--- src/rtl/mac_pkg.sv ---
// Shared definitions for the signed MAC bank: opcode encoding, address sizing
// and saturation-limit helpers.
package mac_pkg;

  typedef enum logic [1:0] {
    OP_CLR  = 2'd0,
    OP_LOAD = 2'd1,
    OP_MAC  = 2'd2,
    OP_MSUB = 2'd3
  } op_e;

  // Widest accumulator the limit helpers can describe.
  localparam int unsigned SAT_MAXW = 128;

  // Address width for n entries, never below 1 bit.
  function automatic int unsigned clog2(input int unsigned n);
    int unsigned r = 0;
    while ((32'd1 << r) < n) r = r + 1;
    if (r == 0) r = 1;
    return r;
  endfunction

  // Largest positive two's-complement value of width w (low w bits are valid).
  function automatic logic [SAT_MAXW-1:0] sat_pos(input int unsigned w);
    logic [SAT_MAXW-1:0] v;
    v = '0;
    for (int unsigned i = 0; i + 1 < w; i++) v[i] = 1'b1;
    return v;
  endfunction

  // Most negative two's-complement value of width w (low w bits are valid).
  function automatic logic [SAT_MAXW-1:0] sat_neg(input int unsigned w);
    logic [SAT_MAXW-1:0] v;
    v = '0;
    v[w-1] = 1'b1;
    return v;
  endfunction

endpackage

--- src/rtl/mac_sat_add.sv ---
// Signed W-bit add/subtract evaluated in W+1 bits, with overflow detect and
// optional clamp to the W-bit signed range.
module mac_sat_add
  import mac_pkg::*;
#(
  parameter int unsigned W   = 40,
  parameter bit          SAT = 1'b1
) (
  input  logic [W-1:0] acc,
  input  logic [W-1:0] p,
  input  logic         sub,
  output logic [W-1:0] sum,
  output logic         ovf
);

  localparam logic [SAT_MAXW-1:0] POS_FULL = sat_pos(W);
  localparam logic [SAT_MAXW-1:0] NEG_FULL = sat_neg(W);
  localparam logic [W-1:0]        POS      = POS_FULL[W-1:0];
  localparam logic [W-1:0]        NEG      = NEG_FULL[W-1:0];

  logic [W:0] ext;

  always_comb begin
    ext = sub ? ({acc[W-1], acc} - {p[W-1], p})
              : ({acc[W-1], acc} + {p[W-1], p});
    // Top two bits disagree exactly when the true result leaves the W-bit range;
    // ext[W] then carries the true sign and picks the clamp direction.
    ovf = ext[W] ^ ext[W-1];
    sum = ext[W-1:0];
    if (SAT && ovf) sum = ext[W] ? NEG : POS;
  end

endmodule

--- src/rtl/signed_mac_bank.sv ---
// Bank of SIZE signed accumulators updated by a 2-stage WORD x WORD
// multiply-accumulate pipeline with valid/ready handshakes on both sides.
module signed_mac_bank
  import mac_pkg::*;
#(
  parameter int unsigned  WORD  = 16,
  parameter int unsigned  SIZE  = 8,
  parameter int unsigned  ACC_W = 40,
  parameter bit           SAT   = 1'b1,
  localparam int unsigned AW    = clog2(SIZE)
) (
  input  logic             clk,
  input  logic             rst,
  input  logic             in_valid,
  output logic             in_ready,
  input  logic [1:0]       op,
  input  logic [AW-1:0]    addr,
  input  logic [WORD-1:0]  a,
  input  logic [WORD-1:0]  b,
  output logic             out_valid,
  input  logic             out_ready,
  output logic [AW-1:0]    out_addr,
  output logic [ACC_W-1:0] result,
  output logic             ovf
);

  if (ACC_W < 2 * WORD) begin : g_acc_too_narrow
    $error("signed_mac_bank: ACC_W must be at least 2*WORD");
  end
  if (ACC_W > SAT_MAXW) begin : g_acc_too_wide
    $error("signed_mac_bank: ACC_W exceeds SAT_MAXW");
  end

  logic signed [WORD-1:0]   a_s, b_s;
  logic signed [2*WORD-1:0] prod;

  logic             s1_valid;
  op_e              s1_op;
  logic [AW-1:0]    s1_addr;
  logic [ACC_W-1:0] s1_p;
  logic [ACC_W-1:0] s1_ld;

  logic [ACC_W-1:0] acc [SIZE];
  logic             addr_ok;
  logic [ACC_W-1:0] acc_rd;
  logic [ACC_W-1:0] add_sum;
  logic             add_ovf;
  logic [ACC_W-1:0] n_val;
  logic             n_ovf;
  logic             stall;
  logic             s1_en;

  assign a_s  = a;
  assign b_s  = b;
  assign prod = (2*WORD)'(a_s) * (2*WORD)'(b_s);

  assign stall    = out_valid && !out_ready;
  assign s1_en    = !stall || !s1_valid;
  assign in_ready = s1_en;

  // Stage 2 writes acc[] on the same edge it loads result, so the next op reads
  // the updated entry directly: back-to-back same-address ops need no bypass mux.
  assign addr_ok = (32'(s1_addr) < SIZE);
  assign acc_rd  = addr_ok ? acc[s1_addr] : '0;

  mac_sat_add #(
    .W   (ACC_W),
    .SAT (SAT)
  ) u_sat_add (
    .acc (acc_rd),
    .p   (s1_p),
    .sub (s1_op == OP_MSUB),
    .sum (add_sum),
    .ovf (add_ovf)
  );

  always_comb begin
    n_val = '0;
    n_ovf = 1'b0;
    unique case (s1_op)
      OP_CLR:  n_val = '0;
      OP_LOAD: n_val = s1_ld;
      OP_MAC,
      OP_MSUB: begin
        n_val = add_sum;
        n_ovf = add_ovf;
      end
    endcase
    if (!addr_ok) begin
      n_val = '0;
      n_ovf = 1'b1;
    end
  end

  always_ff @(posedge clk or posedge rst) begin
    if (rst) begin
      s1_valid  <= 1'b0;
      s1_op     <= OP_CLR;
      s1_addr   <= '0;
      s1_p      <= '0;
      s1_ld     <= '0;
      out_valid <= 1'b0;
      out_addr  <= '0;
      result    <= '0;
      ovf       <= 1'b0;
      for (int unsigned i = 0; i < SIZE; i++) acc[i] <= '0;
    end else begin
      if (s1_en) begin
        s1_valid <= in_valid;
        if (in_valid) begin
          s1_op   <= op_e'(op);
          s1_addr <= addr;
          s1_p    <= ACC_W'(prod);
          s1_ld   <= ACC_W'(a_s);
        end
      end
      if (!stall) begin
        out_valid <= s1_valid;
        if (s1_valid) begin
          out_addr <= s1_addr;
          result   <= n_val;
          ovf      <= n_ovf;
          if (addr_ok) acc[s1_addr] <= n_val;
        end
      end
    end
  end

endmodule
--- config.mk ---
export PLATFORM = sky130hd
export DESIGN_NAME = signed_mac_bank
export DESIGN_NICKNAME = d
export VERILOG_FILES = /design/src/rtl/mac_pkg.sv /design/src/rtl/mac_sat_add.sv /design/src/rtl/signed_mac_bank.sv
export SDC_FILE = /design/constraint.sdc
export NUM_CORES = 2
export LEC_CHECK = 0
export CAP_MARGIN = 10
export CORE_UTILIZATION = 65
export CTS_BUF_LIST = sky130_fd_sc_hd__clkbuf_8
export CTS_CLUSTER_DIAMETER = 30
export DETAILED_ROUTE_END_ITERATION = 7
export PLACE_DENSITY = 0.85
export SETUP_SLACK_MARGIN = 0.15
export SLEW_MARGIN = 20
export SYNTH_ARGS = -nofsm -noshare
export SYNTH_HDL_FRONTEND = slang
export SYNTH_SLANG_ARGS = --single-unit
--- constraint.sdc ---
create_clock -name clk -period 18.3 [get_ports clk]
set_input_delay 5.49 -clock clk [delete_from_list [all_inputs] [get_ports clk]]
set_output_delay 5.49 -clock clk [all_outputs]
set_load 0.03 [all_outputs]
==> flow_metrics.env <==
export IMPL_status="finished clean"
export IMPL_layout_drive_gt1_share=0.144
export IMPL_tightestPinTransition_ns=1.16
export IMPL_cap_violations=0
export IMPL_slew_headroom=0.224
export IMPL_seq_area_frac_synth=0.330
export IMPL_synth_edf_count=0
export IMPL_whs_path_depth=2
export IMPL_die_x_um=223
export IMPL_cp_max_fo=17
export IMPL_synth_ff_type="dfrtp_1"
export IMPL_htreeDepth=3
export IMPL_hold_class="register to register"
export IMPL_cts_root_buf="clkbuf_8"
export IMPL_gp_congestion=0.964
export IMPL_yosys_area_top_type="dfrtp_1"
export IMPL_drt_wl_total_um=86800
export IMPL_vias=25000
export IMPL_yosys_area_top_type_share=0.330
export IMPL_grt_pass1_vias=25500
export IMPL_arrival_ns=12.85
export IMPL_dp_hpwl_um=61200
export IMPL_num_antenna_cells=0
export IMPL_synth_distinct_cells=88
export IMPL_timing_hold_ws_ns=0.473
export IMPL_grt_setup_unrepaired="no"
export IMPL_synth_avg_cell_area_um2=10.1
export IMPL_drt_iter0_drc=2618
export IMPL_grt_util_all_layers=0.359
export IMPL_clkTransAtPathRegs_ns=0.06
export IMPL_clk_path_buf_depth=3
export IMPL_final_util=0.730
export IMPL_hold_end="acc[190]"
export IMPL_insertion_delay_ns=0.69
export IMPL_nets=3614
export IMPL_placed_cells=3712
export IMPL_port_buffers=86
export IMPL_cp_required_ns=18.82
export IMPL_die_area_um2=49800
export IMPL_syn_nets=3577
export IMPL_cts_buffers=88
export IMPL_slew_violations=0
export IMPL_end_kind="register"
export IMPL_ios=87
export IMPL_dr_pass1_iters=6
export IMPL_hold_start="acc[190]"
export IMPL_rr_endpoint="acc[193]"
export IMPL_cts_tree="built"
export IMPL_hold_viol=0
export IMPL_num_rows=80
export IMPL_tns_ns=0
export IMPL_min_period_over_period=0.673
export IMPL_clock_sinks=419
export IMPL_period_needed_ns=12.33
export IMPL_synth_seq_cells=419
export IMPL_ant_nets=0
export IMPL_worstSetupPathType="input port to register"
export IMPL_area_growth_pct=10.2
export IMPL_grt_pass1_wl_um=138000
export IMPL_fmax_ghz=0.0811
export IMPL_cts_hold_buf=0
export IMPL_synth_cells=3150
export IMPL_antenna_found_initial=0
export IMPL_core_area_um2=48000
export IMPL_grt_max_degree=152
export IMPL_drc=0
export IMPL_syn_area_um2=31800
export IMPL_setup_viol=0
export IMPL_ys_async_sr_fraction=1.00
export IMPL_fin_cells=3872
export IMPL_viasPerCell=6.45
export IMPL_die_h_um=223
export IMPL_post_cts_resized=0
export IMPL_wire_per_inst_um=22.4
export IMPL_netlist_top_cells_area="dfrtp_1, fa_1, mux4_2, nand2_1, mux2_2"
export IMPL_crit_reg2reg_launch="s1_addr[0]"
export IMPL_yosysWarnings=0
export IMPL_worstSetupStartpointType="input port"
export IMPL_grt_remaining_overflow=0
export IMPL_skew_ns=0.0299
export IMPL_start_util=0.662
export IMPL_worstRegToRegCells=15
export IMPL_reg2reg_setup_slack_ns=10.84
export IMPL_nFillCells=3312
export IMPL_post_cts_repair_setup_buffers=0
[through the flow]
| stage | setup WS [ns] | instance area, um2 |
|---|---|---|
| 3_5_place_dp | 5.46 | 33100 |
| 2_1_floorplan | 1.15 | 31800 |
| 4_1_cts | 6.01 | 35000 |
| 5_1_grt | 5.64 | 35100 |
| 3_3_place_gp | 5.49 | 33100 |
| 6_report | 5.97 | 35100 |
[worst max-delay path, cell delays in order]
cell             delay, ns
clkdlybuf4s50_1       0.95
nand2_1               0.18
fa_1                  0.55
fa_1                  0.52
fa_1                  0.51
inv_1                 0.05
fa_1                  0.51
fa_1                  0.49
inv_1                 0.05
fa_1                  0.47
inv_1                 0.04
ha_1                  0.34
a21o_1                0.19
a21o_1                0.21
o21ai_0               0.16
o21ai_0               0.24
a221oi_1              0.69
o22ai_1               0.22
or4_1                 0.44
a31oi_1               0.23
xnor2_1               0.17
o21ai_0               0.11
[final cells by class]
| class | instances | area [um2] | area share |
|---|---|---|---|
| tap | 615 | 769 | 0.0219 |
| clock buffer | 106 | 1460 | 0.0416 |
| timing repair buffer | 123 | 1140 | 0.0325 |
| sequential | 419 | 10500 | 0.299 |
| multi-input combinational | 2243 | 19500 | 0.557 |
| inverter | 312 | 1180 | 0.0338 |
| clock inverter | 54 | 498 | 0.0142 |
[routing by layer]
layer	vias to the layer above	part of all wire	wire length (um)	GRT usage
li1	10800	-	-	-
met1	12500	0.38	33000	0.464
met2	1341	0.49	42100	0.590
met3	284	0.088	7600	0.0665
met4	0	0.047	4100	0.168
met5	-	0	0	0
[placed cells by master (no fill, tap or decap), types with 8 or more instances in the layout]
cell type | synthesis | layout
nand2_1 | 478 | 476
nor2_1 | 114 | 114
mux4_2 | 80 | 80
clkbuf_8 | 0 | 106
fa_1 | 263 | 263
mux2i_1 | 9 | 9
ha_1 | 123 | 123
nand3_1 | 27 | 24
clkinvlp_4 | 0 | 13
dfrtp_1 | 419 | 416
a21oi_2 | 19 | 19
clkinv_2 | 0 | 13
a21oi_1 | 83 | 83
a21o_1 | 37 | 37
buf_4 | 2 | 37
a221oi_1 | 8 | 8
o21ai_1 | 3 | 10
xnor2_1 | 49 | 49
and3_1 | 13 | 13
nand4_1 | 11 | 11
nor3_1 | 25 | 22
inv_1 | 312 | 322
o211ai_1 | 14 | 14
mux2_2 | 137 | 137
clkdlybuf4s50_1 | 0 | 86
a31oi_1 | 45 | 45
o21ai_0 | 229 | 220
o21a_1 | 13 | 13
or3_1 | 10 | 10
xor2_1 | 41 | 41
and2_1 | 138 | 138
o21bai_1 | 9 | 9
o31ai_1 | 119 | 119
nand2b_1 | 16 | 16
[registers in the layout (all words and copies together) (netlist names)]
signal / flops
s1_addr: 3
out_addr: 3
s1_op: 2
s1_valid: 1
s1_p: 32
s1_ld: 16
result: 40
out_valid: 1
ovf: 1
acc: 320
[cells by family after synthesis]
kind of cell	after synthesis	synth area share
xor gates and xnor gates	90	0.0248
AOI/OAI and AO/OA	656	0.137
buffers and inverters	488	0.0589
muxes	226	0.108
DFF	419	0.330
adders and majority gates	386	0.214
and+or+nand+nor	885	0.128
[cells in the mapped netlist (6+ instances only)]
| library cell | n |
|---|---|
| mux4_2 | 80 |
| nor4_1 | 8 |
| clkbuf_1 | 151 |
| fa_1 | 263 |
| mux2_2 | 137 |
| a221oi_1 | 8 |
| and3_1 | 13 |
| nor2b_1 | 7 |
| a21o_1 | 37 |
| o21bai_1 | 9 |
| nor3b_1 | 7 |
| buf_1 | 11 |
| dfrtp_1 | 419 |
| nor3_1 | 25 |
| o41ai_1 | 6 |
| buf_2 | 9 |
| ha_1 | 123 |
| or3_1 | 10 |
| nand2_1 | 478 |
| nand2b_1 | 16 |
| o21a_1 | 13 |
| a211oi_1 | 8 |
| nor2_1 | 114 |
| a31oi_1 | 45 |
| inv_1 | 312 |
| a21oi_2 | 19 |
| xor2_1 | 41 |
| a21oi_1 | 83 |
| nand4_1 | 11 |
| xnor2_1 | 49 |
| and2_1 | 138 |
| mux2i_1 | 9 |
| o211ai_1 | 14 |
| o31ai_1 | 119 |
| nand3_1 | 27 |
| o21ai_0 | 229 |
[how the worst max path moves through the flow]
stage                         start        to  slack, ns  cells after the start
after global placement         a[8]  s1_p[31]       5.49                     23
after global routing           a[9]  s1_p[31]       5.64                     23
after floorplan                 rst    acc[0]       1.15                      1
after detailed placement       a[9]  s1_p[31]       5.46                     23
final                         a[12]  s1_p[31]       5.97                     22
after CTS                 out_ready  in_ready       6.01                      3
Power is not shown: default switching activity piles up to over one toggle a cycle in this logic, so the estimate is an artifact.
